[config.mk]
export PLATFORM = sky130hd
export DESIGN_NAME = pipe_ctrl_unit
export DESIGN_NICKNAME = d
export VERILOG_FILES = /design/src/rtl/pipe_ctrl_pkg.sv /design/src/rtl/ctrl_seq_counter.sv /design/src/rtl/pipe_ctrl_unit.sv
export SDC_FILE = /design/constraint.sdc
export NUM_CORES = 1
export LEC_CHECK = 0
export CAP_MARGIN = 40
export CORE_AREA = 2 2 39 41
export CTS_CLUSTER_SIZE = 16
export DETAILED_ROUTE_END_ITERATION = 6
export DIE_AREA = 0 0 41 43
export GPL_TIMING_DRIVEN = 1
export PLACE_DENSITY = 0.55
export SLEW_MARGIN = 25
export SYNTH_ARGS = -nofsm -noshare
export SYNTH_HDL_FRONTEND = slang
export SYNTH_SLANG_ARGS = --single-unit
[constraint.sdc]
create_clock -name clk_in -period 3.7 [get_ports clk_in]
set_clock_uncertainty 0.15 [all_clocks]
set_input_delay 0.555 -clock clk_in [delete_from_list [all_inputs] [get_ports clk_in]]
set_output_delay 0.555 -clock clk_in [all_outputs]
set_load 0.1 [all_outputs]
[src/rtl/pipe_ctrl_pkg.sv]
// Shared types and constants for the pipeline control unit.
// State encoding and PC source mux select codes.
package pipe_ctrl_pkg;

    typedef enum logic [1:0] {
        StReset = 2'd0,
        StRun   = 2'd1,
        StHalt  = 2'd2
    } ctrl_state_e;

    localparam logic [1:0] PC_SRC_VEC = 2'b00;
    localparam logic [1:0] PC_SRC_BR  = 2'b01;
    localparam logic [1:0] PC_SRC_JMP = 2'b10;
    localparam logic [1:0] PC_SRC_SEQ = 2'b11;

endpackage

[src/rtl/ctrl_seq_counter.sv]
// Saturating up-counter that times the post-reset flush window.
// Asynchronously cleared by rst_n, synchronously cleared by clr.
module ctrl_seq_counter #(
    parameter int unsigned MAX_COUNT = 2,
    parameter int unsigned WIDTH     = $clog2(MAX_COUNT + 1)
) (
    input  logic             clk,
    input  logic             rst_n,
    input  logic             clr,
    input  logic             en,
    output logic [WIDTH-1:0] count
);

    logic [WIDTH-1:0] count_q;
    logic [WIDTH-1:0] count_d;

    always_comb begin
        count_d = count_q;
        if (clr) begin
            count_d = '0;
        end else if (en && (count_q < WIDTH'(MAX_COUNT))) begin
            count_d = count_q + 1'b1;
        end
    end

    always_ff @(posedge clk or negedge rst_n) begin
        if (!rst_n) begin
            count_q <= '0;
        end else begin
            count_q <= count_d;
        end
    end

    assign count = count_q;

endmodule

[src/rtl/pipe_ctrl_unit.sv]
// Pipeline control unit: start-up flush, redirect, load-use stall and halt/resume sequencing.
// Optional trap redirect enabled by defining PIPE_CTRL_TRAP_EN.
module pipe_ctrl_unit
    import pipe_ctrl_pkg::*;
#(
    parameter int unsigned                NUM_STAGES         = 5,
    parameter int unsigned                RESET_FLUSH_CYCLES = 2,
    parameter logic [NUM_STAGES-1:0]      REDIRECT_MASK      = 5'b00011
) (
    input  logic                  clk_in,
    input  logic                  rst_n_in,
    input  logic                  branch_taken_in,
    input  logic                  jump_in,
    input  logic                  load_use_in,
    input  logic                  halt_in,
    input  logic                  resume_in,
`ifdef PIPE_CTRL_TRAP_EN
    input  logic                  trap_in,
    output logic                  vector_sel_out,
    output logic                  epc_we_out,
`endif
    output logic [NUM_STAGES-1:0] flush_out,
    output logic                  stall_out,
    output logic                  pc_en_out,
    output logic [1:0]            pc_src_out,
    output logic                  busy_out
);

    localparam int unsigned CntWidth = $clog2(RESET_FLUSH_CYCLES + 1);
    // Load-use bubble is inserted into the EX pipeline register.
    localparam logic [NUM_STAGES-1:0] LoadUseMask = NUM_STAGES'(1) << 2;

    ctrl_state_e         state_q;
    ctrl_state_e         state_d;
    logic [CntWidth-1:0] cnt;
    logic                flush_done;

    ctrl_seq_counter #(
        .MAX_COUNT (RESET_FLUSH_CYCLES),
        .WIDTH     (CntWidth)
    ) u_cnt (
        .clk   (clk_in),
        .rst_n (rst_n_in),
        .clr   (state_q != StReset),
        .en    (state_q == StReset),
        .count (cnt)
    );

    assign flush_done = (cnt == CntWidth'(RESET_FLUSH_CYCLES - 1));

    always_ff @(posedge clk_in or negedge rst_n_in) begin
        if (!rst_n_in) begin
            state_q <= StReset;
        end else begin
            state_q <= state_d;
        end
    end

    always_comb begin
        state_d    = StReset;
        flush_out  = '1;
        stall_out  = 1'b0;
        pc_en_out  = 1'b1;
        pc_src_out = PC_SRC_VEC;
        busy_out   = 1'b0;
`ifdef PIPE_CTRL_TRAP_EN
        vector_sel_out = 1'b0;
        epc_we_out     = 1'b0;
`endif
        unique case (state_q)
            StReset: begin
                busy_out = 1'b1;
                state_d  = flush_done ? StRun : StReset;
            end
            StRun: begin
                state_d = halt_in ? StHalt : StRun;
                if (jump_in) begin
                    pc_src_out = PC_SRC_JMP;
                    flush_out  = REDIRECT_MASK;
                end else if (branch_taken_in) begin
                    pc_src_out = PC_SRC_BR;
                    flush_out  = REDIRECT_MASK;
                end else if (load_use_in) begin
                    pc_src_out = PC_SRC_SEQ;
                    pc_en_out  = 1'b0;
                    stall_out  = 1'b1;
                    flush_out  = LoadUseMask;
                end else begin
                    pc_src_out = PC_SRC_SEQ;
                    flush_out  = '0;
                end
            end
            StHalt: begin
                pc_src_out = PC_SRC_SEQ;
                pc_en_out  = 1'b0;
                stall_out  = 1'b1;
                flush_out  = '0;
                state_d    = resume_in ? StRun : StHalt;
            end
            default: begin
                state_d = StReset;
            end
        endcase
`ifdef PIPE_CTRL_TRAP_EN
        // Trap outranks every other request once the core is running.
        if (trap_in && (state_q == StRun || state_q == StHalt)) begin
            pc_src_out     = PC_SRC_VEC;
            vector_sel_out = 1'b1;
            flush_out      = '1;
            epc_we_out     = 1'b1;
            pc_en_out      = 1'b1;
            stall_out      = 1'b0;
            state_d        = StRun;
        end
`endif
    end

endmodule

=== Word-level counts from Yosys, hierarchy flattened ===
Index checks and enable logic that the tools add are counted.

* Logic and storage cells: 33
* Memories: 0
* Bits in writable memories: 0
* Flip-flop bits (word level): 4
* Bits in latches: 0
* Bits in read-only memories: 0
* Output and inout port bits: 10

* Order comparisons: 1
* Mux-type cells: 22
* Multiply operators: 0
* Eq/ne operators: 3
* Shift operators: 0
* Reduce and logical (&&, ||, !) cells: 4
* Add/sub/neg operators: 1
* Divide/modulo/power cells: 0
* Bitwise operators: 0

{| class="wikitable"
|+ Operators with widths
! operator !! number
|-
| 2-bit 2-to-1 mux || 6
|-
| 5-bit case mux with 2 select lines || 1
|-
| 3-bit 2-to-1 mux || 3
|-
| 1-bit 2-to-1 mux || 8
|-
| 2-bit case mux with 3 select lines || 1
|-
| 2-bit by 1-bit equality test with 1-bit output (second input constant) || 2
|-
| 1-bit case mux with 2 select lines || 2
|-
| 2-bit case mux with 2 select lines || 1
|-
| 2-bit nonzero test || 2
|-
| 2-bit by 1-bit adder with 2-bit output (second input constant) || 1
|-
| 2-bit equality test (second input constant) || 1
|-
| 2-bit logical NOT || 1
|-
| 2-bit less-than comparator (second input constant) || 1
|-
| 1-bit logical AND || 1
|}

=== Logic depth before layout (Yosys ltp) ===
* Depth after elaboration: 4
* Mapped depth: 6

=== Cells and area by module ===
From an unflattened synthesis, not the netlist that was laid out.

* Cell total of the unflattened synthesis: 41
* Area total of the unflattened synthesis: 347.8 um2

{| class="wikitable"
|+ Modules (own cells, without submodules)
! module !! times used !! cells an instance !! area an instance (um2)
|-
| pipe_ctrl_unit || 1 || 33 || 255.2
|-
| ctrl_seq_counter || 1 || 8 || 92.6
|}

=== Worst setup path after synthesis ===
No wires, ideal clock.

* Path kind: register -> output
* Start point: register state_q[0]
* End point: output flush_out[1]
* Stages on the path, launching flop included: 7
* Slack: 0.174 ns
* Arrival time: 2.821 ns
* Buffers on the path: 1
* Path through: dfrtp_1 -> inv_1 -> ha_1 -> inv_1 -> nor2_1 -> a21oi_1 -> buf_4

* Cells in the longest elaborated chain, start to end: 2
* Elaborated cells on any way between the ends: 3

{| class="wikitable"
|+ RTL lines
! item !! RTL line !! source
|-
| from (decl) || pipe_ctrl_unit.sv:33 || <nowiki>ctrl_state_e state_q;</nowiki>
|-
| from (signal assigned) || pipe_ctrl_unit.sv:53 || <nowiki>state_q <= StReset;</nowiki>
|-
| from (signal assigned) || pipe_ctrl_unit.sv:55 || <nowiki>state_q <= state_d;</nowiki>
|-
| 2-bit equality test / 2-bit by 1-bit equality test with 1-bit output (equally long branches) || pipe_ctrl_unit.sv:70 || <nowiki>unique case (state_q)</nowiki>
|-
| 5-bit case mux with 2 select lines (*) || pipe_ctrl_unit.sv:70 ||
|-
| to (decl) || pipe_ctrl_unit.sv:22 || <nowiki>output logic [NUM_STAGES-1:0] flush_out,</nowiki>
|}

Every way passes the cells marked *; elsewhere a longest branch is shown, timed or not.

=== Worst setup path after layout ===
* Start point: input jump_in
* End point: output stall_out

* Cells in the longest elaborated chain, start to end: 2

{| class="wikitable"
|+ RTL lines
! item !! RTL line !! source
|-
| from (decl) || pipe_ctrl_unit.sv:13 || <nowiki>input logic jump_in,</nowiki>
|-
| 1-bit 2-to-1 mux || pipe_ctrl_unit.sv:77 || <nowiki>if (jump_in) begin</nowiki>
|-
| 1-bit case mux with 2 select lines || pipe_ctrl_unit.sv:70 ||
|-
| to (decl) || pipe_ctrl_unit.sv:23 || <nowiki>output logic stall_out,</nowiki>
|}

No other way between the ends.

==> flow_summary.json <==
{
  "route.detailed.drc": 0,
  "routed_wl_um": 731,
  "die_y_um": 43,
  "cts_tree": "yes",
  "met3WireLength_um": 112,
  "place_inst": 69,
  "area_growth_pct": 49.1,
  "final_max_slew_viol_count": 0,
  "worstMarginPinSlew_ns": 0.271,
  "fp-row-count": 14,
  "htreeDepth": 1,
  "cts_resized": 0,
  "overflow": 0,
  "dr_wl_met2_um": 318,
  "antenna_found_initial": 0,
  "root_buffer": "clkbuf_4",
  "rsz0062_at_grt": "false",
  "drive_gt1_share_pct": 23.2,
  "final_cell_mix": "buf_4 (10), inv_1 (7), nor2_1 (7)",
  "critPathLaunchType": "primary input",
  "vias": 306,
  "n_antenna_cell": 0,
  "n_fill_cell": 146,
  "grt_first_pass_wirelength_um": 1120,
  "drtIter0Drc": 5,
  "io_buffers": 16,
  "synth_cell_type_count": 16,
  "crit_path_end_kind": "output port",
  "numCtsBuffers": 3,
  "wire_per_inst_um": 10.2,
  "gp_congestion": 0.631,
  "syn_nets": 52,
  "arrival_ns": 1.75,
  "r2r_start": "state_q[0]$_DFF_PN0_",
  "dieArea_um2": 1760,
  "ios": 17,
  "cts_buffer_depth": 2,
  "gr-usage-all-layers_pct": 9.49,
  "cp_max_fo": 3,
  "setup_viol": 0,
  "worstSetupPathType": "in2out",
  "timing.fmax_mhz": 407,
  "grt_max_degree": 7,
  "start_util_pct": 24.0,
  "finalCritPeriodShare_pct": 66.4,
  "post_cts_buffers": 0,
  "dp_hpwl_um": 601,
  "tns_ns": 0,
  "yosysWarnings": 0,
  "synthesis.area_um2": 332,
  "report.final.hold_viol_count": 0,
  "top_layer_used": "met3",
  "synth_seq_cells": 4,
  "clock_sinks": 4,
  "final_cells": 72,
  "avgSynthCellArea_um2": 8.50,
  "status": "complete, no violations",
  "wl_met1_um": 299,
  "cp.required_ns": 2.99,
  "die_x_um": 41,
  "viasPerCell": 4.25,
  "dr.pass1.iters": 4,
  "cts-hold-fix-buffers": 0,
  "clock_latency_ns": 0.23,
  "core_um2": 1380,
  "drv_cap": 0,
  "first_global_vias": 299,
  "layout_commonest_cell": "buf_4",
  "critPathLaunch": "jump_in",
  "clk_pin_slew_ns": 0.03,
  "ant_nets": 0,
  "hp-class": "in2async",
  "ys_seq_area_share_pct": 30.2,
  "netlist_instances": 39,
  "nets": 71,
  "fin_crit_ns": 2.46,
  "relSlewSlack_pct": 81.9
}
state kept, by name, indices dropped and copies added (netlist names):
| name | count |
|---|---|
| state_q | 2 |
| u_cnt.count | 2 |
worst max-delay path, cell delays in order:
cell	delay, ns
clkdlybuf4s50_1	0.44
and4bb_1	0.32
nor2_1	0.05
nor2_1	0.09
buf_4	0.29
through the flow:
stage | hold slack, ns | utilization, % | worst slack [ns] | cell area (um^2)
2_1_floorplan | 0.109 | - | 0.174 | 332
3_3_place_gp | 0.417 | 34.1 | 1.27 | 472
3_5_place_dp | 0.419 | 34.1 | 1.25 | 472
4_1_cts | 0.370 | 35.7 | 1.25 | 494
5_1_grt | 0.389 | 35.7 | 1.18 | 494
6_report | 0.375 | 35.7 | 1.24 | 494
final timing paths:
kind | cells past startpoint | to | slack, ns
max reg2reg | 4 | state_q[0]$_DFF_PN0_ | 2.25
max in group asynchronous | 1 | u_cnt.count[0]$_DFFE_PN0P_ | 2.86
min in group clk_in | 2 | u_cnt.count[1]$_DFFE_PN0P_ | 0.42
min | 1 | state_q[1]$_DFF_PN0_ | 0.37
min reg2reg | 2 | u_cnt.count[1]$_DFFE_PN0P_ | 0.42
max | 5 | stall_out | 1.24
routing by layer:
metal	vias to the layer above	GRT usage, %
met5	-	0
met4	0	8.00
met3	0	2.62
met2	16	14.1
met1	132	10.5
li1	158	-
cell families (layout without fill, tap and decap cells):
| family | Yosys count | count (layout) | synth area share (%) |
|---|---|---|---|
| and+or+nand+nor | 12 | 12 | 18.5 |
| buffers and inverters | 9 | 26 | 12.5 |
| AOI/OAI and AO/OA | 7 | 7 | 13.6 |
| adders and majority gates | 6 | 6 | 22.6 |
| DFF | 4 | 4 | 30.2 |
| xor gates and xnor gates | 1 | 1 | 2.64 |
area by class of cell:
type / count / area [um^2] / share of cell area [%]
repair buffers: 16 / 135 / 27.3
flip-flops and latches: 4 / 100 / 20.3
multi-input cells: 26 / 190 / 38.5
clock buffers: 3 / 22.5 / 4.56
well taps: 16 / 20.0 / 4.05
inverters: 7 / 26.3 / 5.32
cell usage after synthesis:
master	instances	share of area (%)
o21bai_1	1	2.3
a21oi_1	3	4.5
and2_1	1	1.9
buf_4	2	4.5
ha_1	6	23
nand2_1	1	1.1
o21ai_0	1	1.5
and4bb_1	1	3.8
nand2b_1	1	1.9
a21boi_0	1	2.3
inv_1	7	7.9
nor2b_1	1	1.9
xnor2_1	1	2.6
nor2_1	7	7.9
a222oi_1	1	3.0
dfrtp_1	4	30
Power is not shown: default switching activity piles up to over one toggle a cycle in this logic, so the estimate is an artifact.
